`src/rtl/exu_lsu_pkg.sv`:
```
// Shared encodings for the RV32I load/store unit: funct3 codes, exception causes,
// FSM states and the latched-op record.
package exu_lsu_pkg;

   localparam logic [2:0] F3_B  = 3'b000;
   localparam logic [2:0] F3_H  = 3'b001;
   localparam logic [2:0] F3_W  = 3'b010;
   localparam logic [2:0] F3_BU = 3'b100;
   localparam logic [2:0] F3_HU = 3'b101;

   typedef enum logic [1:0] {
      CAUSE_LD_MISALIGN  = 2'd0,
      CAUSE_ST_MISALIGN  = 2'd1,
      CAUSE_ACCESS_FAULT = 2'd2,
      CAUSE_ILLEGAL      = 2'd3
   } exc_cause_e;

   typedef enum logic [1:0] {
      S_IDLE,
      S_REQ,
      S_WAIT,
      S_DONE
   } lsu_state_e;

   typedef struct packed {
      logic       store;
      logic [2:0] funct3;
      logic [1:0] addr_lo;
      logic [4:0] rd;
   } lsu_op_t;

   function automatic logic f3_illegal(input logic store, input logic [2:0] f3);
      if (store) return (f3 > F3_W);
      return (f3 == 3'b011) || (f3 == 3'b110) || (f3 == 3'b111);
   endfunction

   // Low two funct3 bits give the access size for both loads and stores.
   function automatic logic misaligned(input logic [2:0] f3, input logic [1:0] lo);
      return ((f3[1:0] == 2'b01) && lo[0]) || ((f3[1:0] == 2'b10) && (lo != 2'b00));
   endfunction

endpackage

```
`src/rtl/exu_lsu_if.sv`:
```
// Data-memory bus: valid/ready request channel plus a response-valid return.
interface exu_lsu_if;
   logic        req_valid;
   logic        req_ready;
   logic [31:0] addr;
   logic        we;
   logic [3:0]  wstrb;
   logic [31:0] wdata;
   logic        rsp_valid;
   logic [31:0] rsp_data;

   modport master (
      output req_valid, addr, we, wstrb, wdata,
      input  req_ready, rsp_valid, rsp_data
   );

   modport slave (
      input  req_valid, addr, we, wstrb, wdata,
      output req_ready, rsp_valid, rsp_data
   );
endinterface

```
`src/rtl/exu_lsu_align.sv`:
```
// Byte-lane steering: store data replication and strobes, load extract and extend.
module lsu_align
   import exu_lsu_pkg::*;
(
   input  logic [2:0]  st_funct3,
   input  logic [1:0]  st_addr_lo,
   input  logic [31:0] st_data,
   output logic [31:0] st_wdata,
   output logic [3:0]  st_wstrb,
   input  logic [2:0]  ld_funct3,
   input  logic [1:0]  ld_addr_lo,
   input  logic [31:0] rsp_data,
   output logic [31:0] ld_data
);

   logic [31:0] shifted;

   always_comb begin
      st_wdata = st_data;
      st_wstrb = 4'b0000;
      case (st_funct3)
         F3_B: begin
            st_wdata = {4{st_data[7:0]}};
            st_wstrb = 4'b0001 << st_addr_lo;
         end
         F3_H: begin
            st_wdata = {2{st_data[15:0]}};
            st_wstrb = st_addr_lo[1] ? 4'b1100 : 4'b0011;
         end
         F3_W:    st_wstrb = 4'b1111;
         default: ;
      endcase
   end

   assign shifted = rsp_data >> {ld_addr_lo, 3'b000};

   always_comb begin
      ld_data = shifted;
      case (ld_funct3)
         F3_B:    ld_data = {{24{shifted[7]}}, shifted[7:0]};
         F3_H:    ld_data = {{16{shifted[15]}}, shifted[15:0]};
         F3_BU:   ld_data = {24'd0, shifted[7:0]};
         F3_HU:   ld_data = {16'd0, shifted[15:0]};
         default: ;
      endcase
   end

endmodule

```
`src/rtl/exu_lsu.sv`:
```
// RV32I load/store unit: accepts one op from execute, runs a single bus transaction
// with a timeout, and returns extended load data or an exception pulse.
module exu_lsu
   import exu_lsu_pkg::*;
#(
   parameter int TIMEOUT_CYCLES = 255,
   parameter int TIMEOUT_EN     = 1
) (
   input  logic        clk,
   input  logic        rst_n,
   input  logic        lsu_i_valid,
   output logic        lsu_o_ready,
   input  logic        lsu_i_store,
   input  logic [2:0]  lsu_i_funct3,
   input  logic [31:0] lsu_i_addr,
   input  logic [31:0] lsu_i_wdata,
   input  logic [4:0]  lsu_i_rd,
   exu_lsu_if.master   mem,
   output logic        lsu_o_wb_valid,
   output logic [4:0]  lsu_o_wb_rd,
   output logic [31:0] lsu_o_wb_data,
   output logic        lsu_o_done,
   output logic        lsu_o_exc,
   output logic [1:0]  lsu_o_exc_cause
);

   localparam int CW = $clog2(TIMEOUT_CYCLES + 1);

   lsu_state_e  state;
   lsu_op_t     op;
   logic [CW-1:0] cnt;
   logic [CW:0]   cnt_nxt;
   logic        timeout;
   exc_cause_e  cause_q;

   logic        req_valid_q;
   logic [31:0] addr_q;
   logic        we_q;
   logic [3:0]  wstrb_q;
   logic [31:0] wdata_q;

   logic [31:0] st_wdata;
   logic [3:0]  st_wstrb;
   logic [31:0] ld_data;
   logic        op_illegal;
   logic        op_misaligned;

   // Store lanes are formed from the live inputs at accept; load formatting uses the latched op.
   lsu_align u_align (
      .st_funct3  (lsu_i_funct3),
      .st_addr_lo (lsu_i_addr[1:0]),
      .st_data    (lsu_i_wdata),
      .st_wdata   (st_wdata),
      .st_wstrb   (st_wstrb),
      .ld_funct3  (op.funct3),
      .ld_addr_lo (op.addr_lo),
      .rsp_data   (mem.rsp_data),
      .ld_data    (ld_data)
   );

   assign op_illegal    = f3_illegal(lsu_i_store, lsu_i_funct3);
   assign op_misaligned = misaligned(lsu_i_funct3, lsu_i_addr[1:0]);

   // Fires on the cycle the count would reach TIMEOUT_CYCLES-1.
   assign cnt_nxt = {1'b0, cnt} + 1'b1;
   assign timeout = (TIMEOUT_EN != 0) && (cnt_nxt >= (CW+1)'(TIMEOUT_CYCLES - 1));

   assign lsu_o_ready     = (state == S_IDLE);
   assign lsu_o_exc_cause = cause_q;

   assign mem.req_valid = req_valid_q;
   assign mem.addr      = addr_q;
   assign mem.we        = we_q;
   assign mem.wstrb     = wstrb_q;
   assign mem.wdata     = wdata_q;

   always_ff @(posedge clk or negedge rst_n) begin
      if (!rst_n) begin
         state          <= S_IDLE;
         op             <= '0;
         cnt            <= '0;
         cause_q        <= CAUSE_LD_MISALIGN;
         req_valid_q    <= 1'b0;
         addr_q         <= '0;
         we_q           <= 1'b0;
         wstrb_q        <= '0;
         wdata_q        <= '0;
         lsu_o_wb_valid <= 1'b0;
         lsu_o_wb_rd    <= '0;
         lsu_o_wb_data  <= '0;
         lsu_o_done     <= 1'b0;
         lsu_o_exc      <= 1'b0;
      end else begin
         lsu_o_wb_valid <= 1'b0;
         lsu_o_done     <= 1'b0;
         lsu_o_exc      <= 1'b0;
         case (state)
            S_IDLE: begin
               if (lsu_i_valid) begin
                  op  <= '{store: lsu_i_store, funct3: lsu_i_funct3,
                           addr_lo: lsu_i_addr[1:0], rd: lsu_i_rd};
                  cnt <= '0;
                  if (op_illegal) begin
                     lsu_o_exc <= 1'b1;
                     cause_q   <= CAUSE_ILLEGAL;
                  end else if (op_misaligned) begin
                     lsu_o_exc <= 1'b1;
                     cause_q   <= lsu_i_store ? CAUSE_ST_MISALIGN : CAUSE_LD_MISALIGN;
                  end else begin
                     state       <= S_REQ;
                     req_valid_q <= 1'b1;
                     addr_q      <= {lsu_i_addr[31:2], 2'b00};
                     we_q        <= lsu_i_store;
                     wstrb_q     <= lsu_i_store ? st_wstrb : 4'b0000;
                     wdata_q     <= lsu_i_store ? st_wdata : 32'd0;
                  end
               end
            end
            S_REQ: begin
               if (timeout) begin
                  state       <= S_IDLE;
                  req_valid_q <= 1'b0;
                  lsu_o_exc   <= 1'b1;
                  cause_q     <= CAUSE_ACCESS_FAULT;
               end else begin
                  cnt <= cnt_nxt[CW-1:0];
                  if (mem.req_ready) begin
                     state       <= S_WAIT;
                     req_valid_q <= 1'b0;
                  end
               end
            end
            S_WAIT: begin
               // A response landing on the timeout cycle still completes the op.
               if (mem.rsp_valid) begin
                  state      <= S_DONE;
                  lsu_o_done <= 1'b1;
                  if (!op.store) begin
                     lsu_o_wb_valid <= 1'b1;
                     lsu_o_wb_rd    <= op.rd;
                     lsu_o_wb_data  <= ld_data;
                  end
               end else if (timeout) begin
                  state     <= S_IDLE;
                  lsu_o_exc <= 1'b1;
                  cause_q   <= CAUSE_ACCESS_FAULT;
               end else begin
                  cnt <= cnt_nxt[CW-1:0];
               end
            end
            S_DONE:  state <= S_IDLE;
            default: state <= S_IDLE;
         endcase
      end
   end

endmodule
```
`src/flat_wrapper.sv`:
```
// flat-port wrapper written by rule: the top's interface ports become plain ports
module exu_lsu_flat import exu_lsu_pkg::*;
#(
   parameter int TIMEOUT_CYCLES = 255,
   parameter int TIMEOUT_EN     = 1
)
  (clk, rst_n, lsu_i_valid, lsu_o_ready, lsu_i_store, lsu_i_funct3, lsu_i_addr, lsu_i_wdata, lsu_i_rd, lsu_o_wb_valid, lsu_o_wb_rd, lsu_o_wb_data, lsu_o_done, lsu_o_exc, lsu_o_exc_cause, mem_req_valid, mem_addr, mem_we, mem_wstrb, mem_wdata, mem_req_ready, mem_rsp_valid, mem_rsp_data);
  exu_lsu_if mem_i ();
  input  logic clk;
  input  logic rst_n;
  input  logic lsu_i_valid;
  output logic lsu_o_ready;
  input  logic lsu_i_store;
  input  logic [2:0] lsu_i_funct3;
  input  logic [31:0] lsu_i_addr;
  input  logic [31:0] lsu_i_wdata;
  input  logic [4:0] lsu_i_rd;
  output logic lsu_o_wb_valid;
  output logic [4:0] lsu_o_wb_rd;
  output logic [31:0] lsu_o_wb_data;
  output logic lsu_o_done;
  output logic lsu_o_exc;
  output logic [1:0] lsu_o_exc_cause;
  output wire logic [$bits(mem_i.req_valid)-1:0] mem_req_valid;
  output wire logic [$bits(mem_i.addr)-1:0] mem_addr;
  output wire logic [$bits(mem_i.we)-1:0] mem_we;
  output wire logic [$bits(mem_i.wstrb)-1:0] mem_wstrb;
  output wire logic [$bits(mem_i.wdata)-1:0] mem_wdata;
  input wire logic [$bits(mem_i.req_ready)-1:0] mem_req_ready;
  input wire logic [$bits(mem_i.rsp_valid)-1:0] mem_rsp_valid;
  input wire logic [$bits(mem_i.rsp_data)-1:0] mem_rsp_data;
  assign mem_req_valid = mem_i.req_valid;
  assign mem_addr = mem_i.addr;
  assign mem_we = mem_i.we;
  assign mem_wstrb = mem_i.wstrb;
  assign mem_wdata = mem_i.wdata;
  assign mem_i.req_ready = mem_req_ready;
  assign mem_i.rsp_valid = mem_rsp_valid;
  assign mem_i.rsp_data = mem_rsp_data;
  exu_lsu #(.TIMEOUT_CYCLES(TIMEOUT_CYCLES), .TIMEOUT_EN(TIMEOUT_EN)) u_core (.clk(clk), .rst_n(rst_n), .lsu_i_valid(lsu_i_valid), .lsu_o_ready(lsu_o_ready), .lsu_i_store(lsu_i_store), .lsu_i_funct3(lsu_i_funct3), .lsu_i_addr(lsu_i_addr), .lsu_i_wdata(lsu_i_wdata), .lsu_i_rd(lsu_i_rd), .mem(mem_i), .lsu_o_wb_valid(lsu_o_wb_valid), .lsu_o_wb_rd(lsu_o_wb_rd), .lsu_o_wb_data(lsu_o_wb_data), .lsu_o_done(lsu_o_done), .lsu_o_exc(lsu_o_exc), .lsu_o_exc_cause(lsu_o_exc_cause));
endmodule
```
`config.mk`:
```
export PLATFORM = sky130hd
export DESIGN_NAME = exu_lsu_flat
export DESIGN_NICKNAME = d
export VERILOG_FILES = /design/src/rtl/exu_lsu_pkg.sv /design/src/rtl/exu_lsu_if.sv /design/src/rtl/exu_lsu_align.sv /design/src/rtl/exu_lsu.sv /design/src/flat_wrapper.sv
export SDC_FILE = /design/constraint.sdc
export NUM_CORES = 1
export LEC_CHECK = 0
export ABC_AREA = 1
export CAP_MARGIN = 20
export CORE_MARGIN = 4
export CORE_UTILIZATION = 49
export CTS_BUF_LIST = sky130_fd_sc_hd__clkbuf_16
export DETAILED_ROUTE_END_ITERATION = 7
export MAX_ROUTING_LAYER = met4
export PLACE_DENSITY = 0.88
export RECOVER_POWER = 50
export SLEW_MARGIN = 10
export SYNTH_ARGS = -nofsm -noshare
export SYNTH_HDL_FRONTEND = slang
export SYNTH_SLANG_ARGS = --single-unit
```
`constraint.sdc`:
```
create_clock -name clk -period 2.85 [get_ports clk]
set_input_delay 0.57 -clock clk [delete_from_list [all_inputs] [get_ports clk]]
set_output_delay 0.57 -clock clk [all_outputs]
set_load 0.03 [all_outputs]
```
# After elaboration in Yosys (flattened, before gate mapping)
# Cells that the tools add are included.
totals:
  ramBits: 0
  reg_bits: 131
  memories: 0
  mem_bits_ro: 0
  out_inout_bits: 113
  latch_bits: 0
op_classes:
  bitwise: 3
  order_cmp: 2
  div_mod_pow: 0
  reduce_logical: 18
  addsub: 1
  n_shift: 2
  n_mul: 0
  eq_ne: 20
  muxes: 45
op_table:
  columns: ["operator", "n"]
  rows:
  - ["case mux 32 bit (4 select lines)", 1]
  - ["case mux 32 bit (2 select lines)", 1]
  - ["two-way mux 32 bit", 1]
  - ["right shift 32 x 5 -> 32 bit", 1]
  - ["two-way mux 2 bit", 12]
  - ["two-way mux 8 bit", 3]
  - ["case mux 8 bit (3 select lines)", 1]
  - ["two-way mux 1 bit", 19]
  - ["== test 3 bit (second input constant)", 4]
  - ["case mux 4 bit (3 select lines)", 1]
  - ["AND reduction 5 bit", 2]
  - ["adder 8 x 1 -> 9 bit (second input constant)", 1]
  - ["greater-or-equal comparator 9 x 8 -> 1 bit (second input constant)", 1]
  - ["two-way mux 4 bit", 2]
  - ["!= test 2 bit (second input constant)", 4]
  - ["case mux 2 bit (4 select lines)", 1]
  - ["AND reduction 4 bit", 2]
  - ["== test 2 bit (second input constant)", 3]
  - ["== test 3 x 1 -> 1 bit (second input constant)", 2]
  - ["== test 3 x 2 -> 1 bit (second input constant)", 2]
  - ["zero test 3 bit", 2]
  - ["!= test 3 x 2 -> 1 bit (second input constant)", 2]
  - ["case mux 2 bit (3 select lines)", 1]
  - ["AND reduction 3 bit", 2]
  - ["13 further kinds", 20]

# Longest topological paths before layout
# Gate-level depths: netlist (run 1).
logic_depth:
  depth_word: 7
  mapped_depth: 14

# Hierarchy
# A second synthesis (run 1) with hierarchy kept.
unflattened:
  cells_unflattened: 878
  area_unflattened_um2: 6782.8
by_module_without_submodules:
  columns: ["mod", "area_per_inst_um2", "cells_per_inst", "instances"]
  rows:
  - ["exu_lsu", 5383.9, 619, 1]
  - ["lsu_align", 1398.8, 259, 1]

# Worst setup path after synthesis (run 1)
# Ideal clock, no wire load.
synth_path:
  path_type: "register to register"
  start: "register u_core.state[0]"
  end: "register u_core.wdata_q[20], in the netlist u_core.mem.wdata[20]"
  path_slack_ns: 0.871
  arrival_time_ns: 1.888
  stages_incl_launch_ff: 10
  n_path_buf: 1
  setup_ns: 0.092
  cell_sequence: "dfrtp_1 -> inv_1 -> ha_1 -> nand2_2 -> inv_2 -> nand2_1 -> nor2_4 -> inv_2 -> buf_2 -> o31ai_2"
synth_between:
  elab_chain_len: 2
synth_rtl:
  columns: ["element", "line_no", "rtl"]
  rows:
  - ["from (decl)", "exu_lsu.sv:29", "lsu_state_e state;"]
  - ["from (signal assigned)", "exu_lsu.sv:79", "state <= S_IDLE;"]
  - ["from (signal assigned)", "exu_lsu.sv:110", "state <= S_REQ;"]
  - ["from (signal assigned)", "exu_lsu.sv:121", "state <= S_IDLE;"]
  - ["zero test 2 bit", null, null]
  - ["via lsu_o_ready", "flat_wrapper.sv:12", "output logic lsu_o_ready;"]
  - ["AND reduction 4 bit (no source line)", null, null]
  - ["to (signal assigned)", "exu_lsu.sv:115", "wdata_q <= lsu_i_store ? st_wdata : 32'd0;"]
  - ["to (decl)", "exu_lsu.sv:40", "logic [31:0] wdata_q;"]
# The timed path passes the listed nets, and every way through them passes these cells.
# A chain may end at the register's enable or synchronous reset.

# Worst setup path in the final report (run 1)
layout_path:
  start: "register u_core.state[0]"
  end: "output lsu_o_ready"
layout_between:
  elab_chain_len: 1
layout_rtl:
  columns: ["element", "line_no", "rtl"]
  rows:
  - ["zero test 2 bit", "exu_lsu.sv:68", "assign lsu_o_ready = (state == S_IDLE);"]
  - ["to (decl)", "flat_wrapper.sv:12", null]
# No other way between the ends.

==> results.toml, run 1 <==
[sta]
fin_crit_ns = 2.504
maxSlewHeadroom_pct = -32.88
fmax_mhz = 399.3
worst_pin_slew_ns = 1.993
post-route-period-util_pct = 87.88
hold_viol_final = 0
rsz0062_at_grt = "no"
fin_worst_skew_ns = 0.006758
setup-violations-final = 0
fin_tns_setup_ns = 0
report.final.slew_viol_count = 78

[synthesis]
synth_common_cells = "nand2_1, dfrtp_1, inv_1, nor2_1, o21ai_0"
ys_ff_latch = 131
synth_cell_type_count = 35
syn_area_per_cell_sq_um = 8.093
synth_area_leader_cell = "dfrtp_1"
synth.area.top_cells = "dfrtp_1, nand2_1, inv_1"
synth.yosys.seq_area_share_pct = 51.93
yosysMostFrequentCell = "nand2_1"
synth-main-ff-cell = "dfrtp_1"
syn_area_sq_um = 6312
async_flop_share_pct = 100.0
synth_edf_count = 0
ys_warn_count = 0
syn_inst = 780
yosys.area.top_type_share_pct = 51.93

[cells_and_area]
multi_input_area_sq_um = 2570
nets = 1115
fillers = 946
fin_cells = 1184
area_growth_pct = 47.51
utilization_pct = 73.79
layout.area.seq_sq_um = 3278
antennaDiodeCount = 0
layout-drive-gt1-share_pct = 6.719
finalInstanceArea_sq_um = 9311

[global_routing]
overflow = 0
grt_pass1_vias = 6141
track_usage_pct = 27.47
grt_pass1_wl_mm = 31.16
grt_max_degree = 79
antenna_found_initial = 0

[setup_path]
path_buf_inv = 2
path_cells = "inv_1 -> ha_1 -> clkdlybuf4s50_1"
crit_family = "buffers and inverters"
setup.worst_path.start_class = "flip-flop"
max_stage_delay_ns = 0.72
critPathMaxFanout = 6
worstSetupPathType = "reg -> out"
end_kind = "output pin"
cp_slowest_cell = "clkdlybuf4s50_1"
critPathRequiredTime_ns = 2.28
cp.arrival_ns = 1.93

[clock_network]
cts_buffers = 17
hold_buffers = 0
cts_buffer_depth = 2
post_cts_buffers = 0
cts_sinks = 131
clkLatencyLatePin_ns = 0.41
htreeDepth = 4
clk_pin_slew_ns = 0.06
cts_resized = 0
cts_root_buf = "clkbuf_16"
cts_tree = "yes"

[power]
power_mw = 10.89
power_density_nw_per_um2 = 1169
p_sw_share_pct = 42.87
netSwitchingPower_mw = 4.668
vdd_drop_max_uv = 667.7
p_seq_share_pct = 29.7
p_int_mw = 6.220
clkPwrFrac_pct = 22.2
p_leak_nw = 4.514
share_comb_of_total_power_pct = 48.2

[drt]
wl_mm = 19.62
drt_iter0_drc = 783
final_antenna_net_count = 0
drcViolationCount = 0
wl_per_cell_microns = 16.57
firstDrtPassIters = 7
vias = 6301
viasPerCell = 5.322

[floorplanning]
core_sq_um = 12620
die_x_microns = 121.5
io_pins = 223
start_util_pct = 50.02
dieArea_sq_um = 14760
dieHeight_microns = 121.5
num_rows = 41

[min_path]
hp-class = "reg -> reg"

[placed_design]
io_buffers = 220
placed_cell_area_sq_um = 8705
place.gp.congestion = 0.9415
place_inst = 1152
hpwl_mm = 14.17

[outcome]
status = "finished, violations left"
violations = "capacitance limit, slew limit"

[run]
maxCapViolCount = 1
==> metal layers <==
layer	track usage (%)	wire (microns)	share of wire [%]
met1	35.38	7968	41
met2	43.45	9513	48
met3	6.713	1707	8.7
met4	8.123	425	2.2
met5	-	0	0
==> worst reg2reg max path, delay by kind of cell, from the launching register on <==
family        cells  cell delay, ns
simple gates      4            0.33
flops             1            0.39
buf+inv           4            1.34
fa+ha+maj         1            0.29
==> layout make-up <==
cell class / instances / share of cell area [%]
flip-flops and latches: 131 / 35.21
well taps: 172 / 2.311
multi-input cells: 546 / 27.60
repair buffers: 235 / 25.10
clock inverters: 15 / 2.472
inverters: 68 / 2.741
clock buffers: 17 / 4.569
==> through the flow <==
stage | hold WS [ns] | worst slack [ns]
final | 0.4637 | 0.3455
after detailed placement | 0.4583 | 0.4031
after floorplan | 0.2744 | 0.8706
after global placement | 0.4521 | 0.4593
after CTS | 0.2155 | 0.3391
after global routing | 0.4917 | 0.2522
==> cells in the final DEF (no fill, tap or decap), drive strengths merged, types with 7 or more instances in the layout <==
master and count:
a21oi 21, a22o 8, buf 12, clkbuf 21, clkdlybuf4s50 195, dfrtp 131, dlygate4sd3 24, inv 71
nand2 297, nand3 32, nor2 59, nor3 7, o211ai 27, o21ai 57, o31ai 12
==> final timing paths <==
path                       cells past startpoint           startpoint  slack, ns                   to
hold reg to reg                                2  u_core.mem.addr[28]       0.46  u_core.mem.addr[28]
max in group asynchronous                      1                rst_n       0.94         u_core.op[9]
min in group asynchronous                      1                rst_n       0.71  u_core.mem.addr[10]
setup / recovery                               3      u_core.state[0]       0.35          lsu_o_ready
hold / removal                                 2  u_core.mem.addr[28]       0.46  u_core.mem.addr[28]
setup reg to reg                               9      u_core.state[0]       0.44  u_core.mem.addr[24]
==> power groups by stage <==
stage / Clock (mW) / Combinational, mW / Sequential [mW]
2_1_floorplan: 0 / 1.73 / 4.53
3_3_place_gp: 0 / 5.24 / 3.21
3_5_place_dp: 0 / 5.34 / 3.21
4_1_cts: 2.44 / 5.36 / 3.22
5_1_grt: 2.53 / 5.64 / 3.32
6_report: 2.41 / 5.25 / 3.23
==> sequential cells by signal, indices dropped and copies added, names as in the netlist, 2 cells and up <==
register	count
u_core.lsu_o_exc_cause	2
u_core.lsu_o_wb_rd	5
u_core.lsu_o_wb_data	32
u_core.mem.wdata	32
u_core.state	2
u_core.op	11
u_core.cnt	8
u_core.mem.wstrb	4
u_core.mem.addr	30
==> cells by family after synthesis <==
logic type      Yosys count  synth area share, %
xor+xnor                  1               0.1388
buf+inv                 104                6.898
fa+ha+maj                 6                1.189
other cells               1              0.05941
compound gates          142                14.29
simple gates            395                25.49
flops                   131                51.93
(Power assumes the default switching activity.)
==> run 2, diff against run 1 <==
--- a/config.mk
+++ b/config.mk
@@ -14,6 +14,7 @@
 export MAX_ROUTING_LAYER = met4
 export PLACE_DENSITY = 0.88
 export RECOVER_POWER = 50
+export SKIP_LAST_GASP = 1
 export SLEW_MARGIN = 10
 export SYNTH_ARGS = -nofsm -noshare
 export SYNTH_HDL_FRONTEND = slang
==> results of run 2 <==
Same layout as run 1: the final DEF is identical, and so are final timing and power.
